--- src/rtl/qpu_exu_timing_ctrl_pkg.sv ---
// Shared constants and types for the QPU execution-unit timing controller.
// Entry layout is {has_op, interval, op} with op in the low bits.
package qpu_exu_timing_ctrl_pkg;

    localparam int QPU_TIME_W     = 20;
    localparam int QPU_INSTR_SIZE = 32;

    typedef enum logic {
        ST_IDLE = 1'b0,
        ST_RUN  = 1'b1
    } tctrl_state_e;

    function automatic int entry_w(input int time_w, input int op_w);
        return 1 + time_w + op_w;
    endfunction

endpackage

--- src/rtl/qpu_timing_fifo.sv ---
// In-order timing-entry buffer; flush empties it on the next edge.
module qpu_timing_fifo
    import qpu_exu_timing_ctrl_pkg::*;
#(
    parameter int DEPTH = 4,
    parameter int W     = entry_w(QPU_TIME_W, QPU_INSTR_SIZE),
    localparam int AW   = $clog2(DEPTH),
    localparam int CW   = AW + 1
) (
    input  logic          clk,
    input  logic          rst_n,
    input  logic          flush,
    input  logic          push,
    input  logic [W-1:0]  wdata,
    input  logic          pop,
    output logic [W-1:0]  rdata,
    output logic          full,
    output logic          empty,
    output logic [CW-1:0] count
);

    logic [W-1:0]  mem [DEPTH];
    logic [AW-1:0] wr_ptr;
    logic [AW-1:0] rd_ptr;
    logic          do_push;
    logic          do_pop;

    assign full    = (count == CW'(DEPTH));
    assign empty   = (count == '0);
    assign do_push = push & ~full & ~flush;
    assign do_pop  = pop & ~empty & ~flush;
    assign rdata   = mem[rd_ptr];

    // Storage carries data only, so it is left out of reset.
    always_ff @(posedge clk) begin
        if (do_push) begin
            mem[wr_ptr] <= wdata;
        end
    end

    always_ff @(posedge clk or negedge rst_n) begin
        if (!rst_n) begin
            wr_ptr <= '0;
            rd_ptr <= '0;
            count  <= '0;
        end else if (flush) begin
            wr_ptr <= '0;
            rd_ptr <= '0;
            count  <= '0;
        end else begin
            if (do_push) begin
                wr_ptr <= wr_ptr + AW'(1);
            end
            if (do_pop) begin
                rd_ptr <= rd_ptr + AW'(1);
            end
            case ({do_push, do_pop})
                2'b10:   count <= count + CW'(1);
                2'b01:   count <= count - CW'(1);
                default: count <= count;
            endcase
        end
    end

endmodule

--- src/rtl/qpu_exu_timing_ctrl.sv ---
// Timing-point scheduler: releases each buffered entry a fixed number of
// cycles after the previous release and flags entries that arrive late.
module qpu_exu_timing_ctrl
    import qpu_exu_timing_ctrl_pkg::*;
#(
    parameter int DEPTH  = 4,
    parameter int TIME_W = QPU_TIME_W,
    parameter int OP_W   = QPU_INSTR_SIZE
) (
    input  logic              clk,
    input  logic              rst_n,
    input  logic              i_valid,
    output logic              i_ready,
    input  logic [TIME_W-1:0] i_interval,
    input  logic              i_has_op,
    input  logic [OP_W-1:0]   i_op,
    input  logic              i_flush,
    output logic              o_trig_valid,
    output logic              o_trig_has_op,
    output logic [OP_W-1:0]   o_trig_op,
    output logic              o_trig_same_tp,
    output logic              o_busy,
    output logic              o_underrun,
    output logic [TIME_W-1:0] o_timer
);

    localparam int ENTRY_W = entry_w(TIME_W, OP_W);
    localparam int CNT_W   = $clog2(DEPTH) + 1;
    localparam int OP_LSB  = 0;
    localparam int IV_LSB  = OP_W;
    localparam int HAS_BIT = OP_W + TIME_W;

    function automatic logic [TIME_W-1:0] sat_inc(input logic [TIME_W-1:0] t);
        return (&t) ? t : t + TIME_W'(1);
    endfunction

    tctrl_state_e      state;
    logic [TIME_W-1:0] timer_p1;
    logic              trig_valid_p1;
    logic              trig_has_op_p1;
    logic [OP_W-1:0]   trig_op_p1;
    logic              trig_same_tp_p1;
    logic              underrun_p1;

    logic               fifo_full;
    logic               fifo_empty;
    logic [CNT_W-1:0]   fifo_count;
    logic [ENTRY_W-1:0] head;
    logic               push;
    logic               pop;
    logic               head_has;
    logic [TIME_W-1:0]  head_iv;
    logic [TIME_W-1:0]  head_eff;
    logic [OP_W-1:0]    head_op;
    logic [TIME_W:0]    timer_nx;
    logic               due;
    logic               late;

    assign i_ready  = ~fifo_full;
    assign push     = i_valid & i_ready & ~i_flush;
    assign head_has = head[HAS_BIT];
    assign head_iv  = head[IV_LSB +: TIME_W];
    assign head_op  = head[OP_LSB +: OP_W];
    assign head_eff = (head_iv == '0) ? TIME_W'(1) : head_iv;

    // Widened compare so a saturated timer still orders correctly.
    assign timer_nx = {1'b0, timer_p1} + (TIME_W + 1)'(1);
    assign due      = (timer_nx >= {1'b0, head_eff});
    assign late     = (timer_nx >  {1'b0, head_eff});
    assign pop      = (state == ST_RUN) & ~fifo_empty & due & ~i_flush;

    qpu_timing_fifo #(
        .DEPTH (DEPTH),
        .W     (ENTRY_W)
    ) u_fifo (
        .clk   (clk),
        .rst_n (rst_n),
        .flush (i_flush),
        .push  (push),
        .wdata ({i_has_op, i_interval, i_op}),
        .pop   (pop),
        .rdata (head),
        .full  (fifo_full),
        .empty (fifo_empty),
        .count (fifo_count)
    );

    always_ff @(posedge clk or negedge rst_n) begin
        if (!rst_n) begin
            state           <= ST_IDLE;
            timer_p1        <= '0;
            underrun_p1     <= 1'b0;
            trig_valid_p1   <= 1'b0;
            trig_has_op_p1  <= 1'b0;
            trig_op_p1      <= '0;
            trig_same_tp_p1 <= 1'b0;
        end else if (i_flush) begin
            state           <= ST_IDLE;
            timer_p1        <= '0;
            underrun_p1     <= 1'b0;
            trig_valid_p1   <= 1'b0;
            trig_has_op_p1  <= 1'b0;
            trig_op_p1      <= '0;
            trig_same_tp_p1 <= 1'b0;
        end else begin
            trig_valid_p1   <= 1'b0;
            trig_has_op_p1  <= 1'b0;
            trig_op_p1      <= '0;
            trig_same_tp_p1 <= 1'b0;
            case (state)
                ST_IDLE: begin
                    if (push) begin
                        state    <= ST_RUN;
                        timer_p1 <= '0;
                    end
                end
                ST_RUN: begin
                    if (pop) begin
                        timer_p1        <= '0;
                        trig_valid_p1   <= 1'b1;
                        trig_has_op_p1  <= head_has;
                        trig_op_p1      <= head_has ? head_op : '0;
                        trig_same_tp_p1 <= (head_iv == '0);
                        if (late) begin
                            underrun_p1 <= 1'b1;
                        end
                    end else begin
                        timer_p1 <= sat_inc(timer_p1);
                    end
                end
                default: state <= ST_IDLE;
            endcase
        end
    end

    assign o_trig_valid   = trig_valid_p1;
    assign o_trig_has_op  = trig_has_op_p1;
    assign o_trig_op      = trig_op_p1;
    assign o_trig_same_tp = trig_same_tp_p1;
    assign o_underrun     = underrun_p1;
    assign o_timer        = timer_p1;
    assign o_busy         = (fifo_count != '0);

endmodule
--- config.mk ---
export PLATFORM = sky130hd
export DESIGN_NAME = qpu_exu_timing_ctrl
export DESIGN_NICKNAME = d
export VERILOG_FILES = /design/src/rtl/qpu_exu_timing_ctrl_pkg.sv /design/src/rtl/qpu_timing_fifo.sv /design/src/rtl/qpu_exu_timing_ctrl.sv
export SDC_FILE = /design/constraint.sdc
export NUM_CORES = 1
export LEC_CHECK = 0
export ABC_AREA = 1
export CORE_MARGIN = 2
export CORE_UTILIZATION = 42
export CTS_BUF_LIST = sky130_fd_sc_hd__clkbuf_2
export CTS_CLUSTER_DIAMETER = 50
export DETAILED_ROUTE_END_ITERATION = 7
export DONT_BUFFER_PORTS = 1
export PLACE_DENSITY = 0.59
export SLEW_MARGIN = 10
export SYNTH_ARGS = -nofsm -noshare
export SYNTH_HDL_FRONTEND = slang
export SYNTH_SLANG_ARGS = --single-unit
--- constraint.sdc ---
create_clock -name clk -period 4.4 [get_ports clk]
set_input_delay 0 -clock clk [delete_from_list [all_inputs] [get_ports clk]]
set_output_delay 0 -clock clk [all_outputs]
set_load 0.1 [all_outputs]
==> summary.md, run 1 <==
| Metric | Value |
|---|---|
| DRC viols | 0 |
| Reg2Reg Depth | 23 |
| Critical Path End Type | register |
| Die Y | 169.6 um |
| Arrival time worst endpoint | 4.68 ns |
| Vias/cell | 4.968 |
| Hold_ws | 0.1597 ns |
| Final #Nets | 1212 |
| Critical Path Fanout Max | 5 |
| Peak Freq | 253.7 MHz |
| CTS Buffer Depth | 3 |
| Fin crit period | 3.941 ns |
| Synthesized area per cell | 12.11 um2 |
| DR WL/cell | between 15 and 20 um |
| Final hold vios | 0 |
| Final setup viols | 0 |
| Layout Cells excl Fill | 1525 |
| Clock power frac | 35.8% |
| Clock Tree Root | clkbuf_2 |
| Setup TNS | 0 ns |
| Leak Pwr | ~0.0058 uW |
| Top_reg_cell synth | edfxtp_1 |
| First-pass GRT wire length | 40370 um |
| Slew Limit Fails | 0 |
| Final period utilization | around nine tenths |
| IO Port Bufs | 0 |
| Area of the core | 0.02695 mm2 |
| Seq/Total Area, Yosys | 69.16% |
| Total grt overflow | 0 |
| All-Layer GR Usage | a little under a fifth |
| Worst-Margin Slew | 0.9450 ns |
| Initial DRC count | between 400 and 500 |
| RSZ-0062 raised after global routing | false |
| Worst r2r dst | u_fifo.count[2] |
| Status | finished, final reports clean |
| Net Sw Frac | 24.90% |
| Starting Density | a little over two fifths |
| Setup Crit Path Kind | register to register |
| DR pass1 iterations | 4 |
| Die footprint | 0.02877 mm2 |
| Total Power | 5068 uW |
| Number of synthesized register bits | between 200 and 300 |
| Max_cap viols | 0 |
| Share of layout cells above drive strength 1 | 18.17% |
| Worst Setup SP | o_timer[0] |
| Pin count of the biggest net entering global routing | 67 |
| Critical Path Sink | u_fifo.count[2] |
| Clk Latency, worst-skew pair | 0.85 ns |
| Clock Skew | 0.07265 ns |
| Comb power frac | 6.7% |
| Worst-path clk slew | 0.10 ns |
| Vias in the first global route | between 7000 and 8000 |
| Design area | around 0.014 mm2 |
| # clock sinks | 276 |
| H-tree levels | 3 |
| CP Data Required Time | 5.14 ns |
| Ys async rst share | 23.19% |
| Worst min path class | input pin to register |
| Critical Path Start Type | register |
| Post-Synthesis Cells | 951 |
| Routed Wire Length | 25570 um |
| CTS tree | yes |
| ANT nets after route | 0 |
| Reg2Reg Setup Slack | 0.46 ns |
| Post-synth EDFFs | 212 |
| Peak VDD IR | 0.0002299 V |
| Die W | between 150 and 200 um |
| Placed Instance Area | 0.01206 mm2 |
| Final HPWL from detailed placement | 14780 um |
| Max_slew headroom | 37.04% |
| Post-Syn Nets | 1034 |
| Synthesized cell area | 0.01152 mm2 |
| Area Overhead vs Synth | 20.94% |
| Net Sw Power | approximately 1300 uW |
| Placed cell count | 1284 |
| Yosys cell types | 38 |
| CTS Buf Count | slightly above 70 |
| Std cell rows | 60 |
| Power Internal | 3806 uW |
| Flop pwr share | 57.6% |
| Initial antenna violation count | 1 |
| Gp weighted congestion | 0.8456 |
| Vias post-DR | 7576 |
| Io pins | between 100 and 150 |
| Synth warnings | 0 |
| FF-to-FF Start | o_timer[0] |
| PwrDens | 363.7 mW/mm2 |
## layout make-up
cell class                 instances  area, um2
sequential                       276       7973
clock inverter                    18      148.9
timing repair buffer             147       1459
fill                            2322      13020
inverter                          57      220.2
antenna                            1      2.502
tap                              341      426.7
clock buffer                     109      545.5
multi-input combinational        576       3158
## how the worst min path moves through the flow
stage,from,end,slack (ns),cells past startpoint
floorplan,rst_n,o_timer[0],-0.30,0
global placement,rst_n,o_timer[3],-0.29,0
detailed placement,rst_n,o_timer[5],-0.29,0
CTS,i_flush,u_fifo.wr_ptr[0],0.05,4
global route,i_flush,u_fifo.wr_ptr[0],0.10,4
finish,i_flush,u_fifo.wr_ptr[0],0.16,4
## synth_stat cells, drive strengths merged, types with 14 or more instances
master / instances / area share [%]
nand2: 280 / 9.4
edfxtp: 212 / 55
a21oi: 93 / 4.1
dfrtp: 64 / 14
inv: 55 / 1.8
nor3: 38 / 3.0
nor2: 32 / 1.2
buf: 25 / 1.3
ha: 25 / 2.7
nand3: 25 / 1.2
o21ai: 24 / 1.2
a32o: 21 / 1.8
clkbuf: 17 / 0.55
nand4: 14 / 0.76
## critical path, stage by stage (launching register included)
cell     delay [ns]
dfrtp_2        0.44
ha_1           0.20
nand2_1        0.07
nor2_2         0.17
nand2_2        0.13
inv_1          0.08
nand3_1        0.09
nor2_1         0.19
nand4_1        0.17
xor2_2         0.20
ha_1           0.31
a21o_1         0.19
a21oi_1        0.12
nand2_1        0.10
nor2_2         0.15
nand3_4        0.12
nand3_1        0.16
inv_1          0.07
fa_1           0.38
xnor2_1        0.21
nand4_1        0.12
nand2_1        0.09
nand3_1        0.06
nand2_1        0.06
## power by group through the flow
| stage | Sequential, uW | Combinational, uW | Clock (uW) |
|---|---|---|---|
| 6_report | 2920 | 337 | 1810 |
| 4_1_cts | 2920 | 341 | 1880 |
| 5_1_grt | 2920 | 370 | 2010 |
| 3_5_place_dp | 2980 | 220 | 0 |
| 3_3_place_gp | 2980 | 221 | 0 |
| 2_1_floorplan | 2990 | 148 | 0 |
## per-stage QoR
stage	util [%]	setup slack (ns)
6_report	51.70	0.4590
5_1_grt	51.70	0.04696
4_1_cts	51.66	0.3652
3_5_place_dp	44.75	0.4752
3_3_place_gp	44.75	0.4115
2_1_floorplan	-	0.06652
## what timing repair did
action | CTS | global route
gates resized for setup | 0 | 2
buffers inserted | 0 | 0
hold buffers | 113 | 0
endpoints found under the setup margin | 0 | 1
endpoints found under the hold margin | 348 | 0
## cell usage in the layout, fill, tap and decap left out, types with 4 or more instances in the layout
cell type / Yosys / routed
ha_1: 25 / 25
nand3_1: 24 / 24
nor2_1: 28 / 24
dlygate4sd3_1: 0 / 111
nand4_1: 14 / 14
nor3_2: 30 / 30
dfrtp_1: 64 / 62
nand2_2: 6 / 6
edfxtp_1: 212 / 212
nand2_1: 272 / 272
xor2_1: 11 / 10
buf_4: 1 / 31
o21ai_0: 19 / 19
inv_1: 52 / 50
nor3_1: 8 / 8
clkinv_1: 1 / 10
clkbuf_2: 0 / 109
inv_2: 3 / 4
a21oi_1: 92 / 92
nor2_4: 1 / 5
a32o_1: 21 / 21
## state kept, by name, indices dropped and copies added (netlist names)
signal and flops:
o_underrun 1, o_trig_has_op 1, o_trig_op 32, o_timer 20
u_fifo.rd_ptr 2, u_fifo.mem 212, o_trig_same_tp 1, u_fifo.wr_ptr 2
o_trig_valid 1, u_fifo.count 3, state 1
## cells by family (layout without fill, tap and decap cells)
kind of cell    after synthesis  in the layout  synth area share, %
simple gates                396            396                15.88
flops                       276            276                69.16
buf+inv                      99            331                3.758
xor+xnor                     14             14                1.064
other cells                   0              1                    0
fa+ha+maj                    26             26                2.889
compound gates              140            140                7.255
## layer usage
layer  track usage, %  routed length [um]
met2            29.92               12360
met1            22.59               11030
met5                0                   0
met4            6.503                 494
met3            6.040                1688
No activity file was read; power rests on OpenSTA's default activity.
==> run 2: changes to the inputs <==
CORE_UTILIZATION = 40   (was 42)
PLACE_DENSITY = 0.57   (was 0.59)
==> run 2 against run 1 <==
Effect of this change: first-iteration DRC count increased by 13%; sequential power about the same; register-to-register slack improved by 0.09 ns; combinational power increased by 1%; power decreased by 0.26%; flip-flop and latch count unchanged.
==> summary.md, run 2 (synthesis gave the netlist of run 1 again) <==
| Metric | Value |
|---|---|
| First-pass GRT wire length | 42880 um |
| Final setup viols | 0 |
| Die Y | around 170 um |
| Worst-path clk slew | roughly 0.1 ns |
| CTS Buffer Depth | 3 |
| CTS tree | yes |
| Routed Wire Length | 26810 um |
| Gp weighted congestion | 0.8218 |
| Clock Skew | 0.1319 ns |
| Vias/cell | about 4.9 |
| Final #Nets | 1219 |
| DR pass1 iterations | 5 |
| Initial antenna violation count | 1 |
| Fin worst setup slack | ~0.54 ns |
| Worst-Margin Slew | about 1 ns |
| All-Layer GR Usage | 18.18% |
| Clock Tree Root | clkbuf_2 |
| Setup Slack @ Placement | 0.6391 ns |
| Critical Path Start Type | register |
| Peak VDD IR | 0.0002303 V |
| Register with the most flip-flops | u_fifo.mem |
| H-tree levels | 3 |
| Design area | 0.01400 mm2 |
| Final period utilization | 87.61% |
| Clk Latency, worst-skew pair | 0.90 ns |
| Max_cap viols | 0 |
| ANT nets after route | 0 |
| Area of the core | 0.02855 mm2 |
| Initial DRC count | 488 |
| Max_slew headroom | 33.11% |
| IO Port Bufs | 0 |
| Final hold vios | 0 |
| Placed Instance Area | 0.01213 mm2 |
| DR WL/cell | between 15 and 20 um |
| Post-cts sizing count | 0 |
| Final HPWL from detailed placement | 15510 um |
| Area Overhead vs Synth | 21.48% |
| Io pins | 115 |
| Post-CTS setup buffers | 0 |
| Starting Density | 40.36% |
| Leak Pwr | 0.005776 uW |
| Peak Freq | 259.4 MHz |
| Die footprint | 0.03018 mm2 |
| Std cell rows | 62 |
| PwrDens | around 360 mW/mm2 |
| Vias post-DR | 7721 |
| Arrival time worst endpoint | 4.61 ns |
| DRC viols | 0 |
| CTS Buf Count | 74 |
| Setup Crit Path Kind | register to register |
| Pin count of the biggest net entering global routing | 65 |
| # clock sinks | 276 |
| Number of flip-flops in the largest register | 212 |
| Critical Path Fanout Max | 5 |
| Most common cell after layout, fill and taps aside | nand2_1 |
| Vias in the first global route | 7873 |
| Commonest non-fill, non-tap cells in the layout | nand2_1, edfxtp_1, clkbuf_2 |
| Die W | 173.7 um |
| Critical Path End Type | register |
| CP Data Required Time | 5.15 ns |
| Setup TNS | 0 ns |
| Share of layout cells above drive strength 1 | roughly a fifth |
| Slew Limit Fails | 0 |
| Total grt overflow | 0 |
| Worst min path class | input pin to register |
| Fin crit period | slightly below 4 ns |
| Status | finished, final reports clean |
| RSZ-0062 raised after global routing | false |
-- run 2: where the power goes --
part	leakage, uW	internal, uW	switching (uW)	total (uW)
clock	0.000534	725	1070	1800
sequential	0.00281	2890	24.5	2920
combinational	0.00243	127	214	341
total	0.00578	3740	1310	5050
-- run 2: repair_timing --
action / 4_1_cts / 5_1_grt
endpoints found under the setup margin: 0 / 0
hold endpoints to repair: 353 / 0
hold buffers: 114 / 0
-- run 2: final timing paths --
path                              startpoint                to  slack, ns  cells after the start
hold / removal                       i_flush             state       0.12                      4
setup / recovery                  o_timer[0]   u_fifo.count[2]       0.54                     23
setup reg to reg                  o_timer[0]   u_fifo.count[2]       0.54                     23
hold reg to reg            u_fifo.mem[2][11]     o_trig_op[11]       0.54                      2
min in group asynchronous              rst_n     o_trig_op[14]       0.46                      4
max in group asynchronous              rst_n  u_fifo.rd_ptr[0]       3.54                      4
-- run 2: per-layer routing --
metal  share of wire [%]  track usage [%]
met5                   0                0
met4                 1.6            6.618
met3                 6.6            4.978
met2                  46            28.83
met1                  46            24.09
-- run 2: through the flow --
step,utilization [%],power (uW),hold slack [ns],instances
finish,49.03,5055,0.1220,1580
global route,49.03,5318,0.08760,1580
CTS,49.02,5134,0.02845,1579
detailed placement,42.47,3198,-0.2930,1330
global placement,42.47,3197,-0.2931,1330
floorplan,-,3134,-0.2956,951
-- run 2: critical path, cell delays in order, from the launching register on --
cell     delay (ns)
dfrtp_1        0.44
ha_1           0.21
nand2_1        0.07
nor2_2         0.16
nand2_2        0.12
inv_1          0.08
nand3_1        0.08
nor2_1         0.16
xor2_1         0.32
ha_1           0.32
a21oi_1        0.14
o21ai_0        0.11
nand2_1        0.08
nand2_1        0.05
nor2_2         0.15
nand3_4        0.12
nand3_1        0.14
inv_1          0.07
fa_1           0.37
xnor2_1        0.20
nand4_1        0.12
nand2_1        0.08
nand3_1        0.06
nand2_1        0.06
-- run 2: area by class of cell --
class	count	area, um2
Inverter	57	220.2
Clock inverter	17	101.3
Sequential cell	276	7971
Fill cell	2630	14550
Multi-Input combinational cell	576	3151
Clock buffer	118	590.6
Antenna cell	1	2.502
Tap cell	384	480.5
Timing Repair Buffer	151	1479
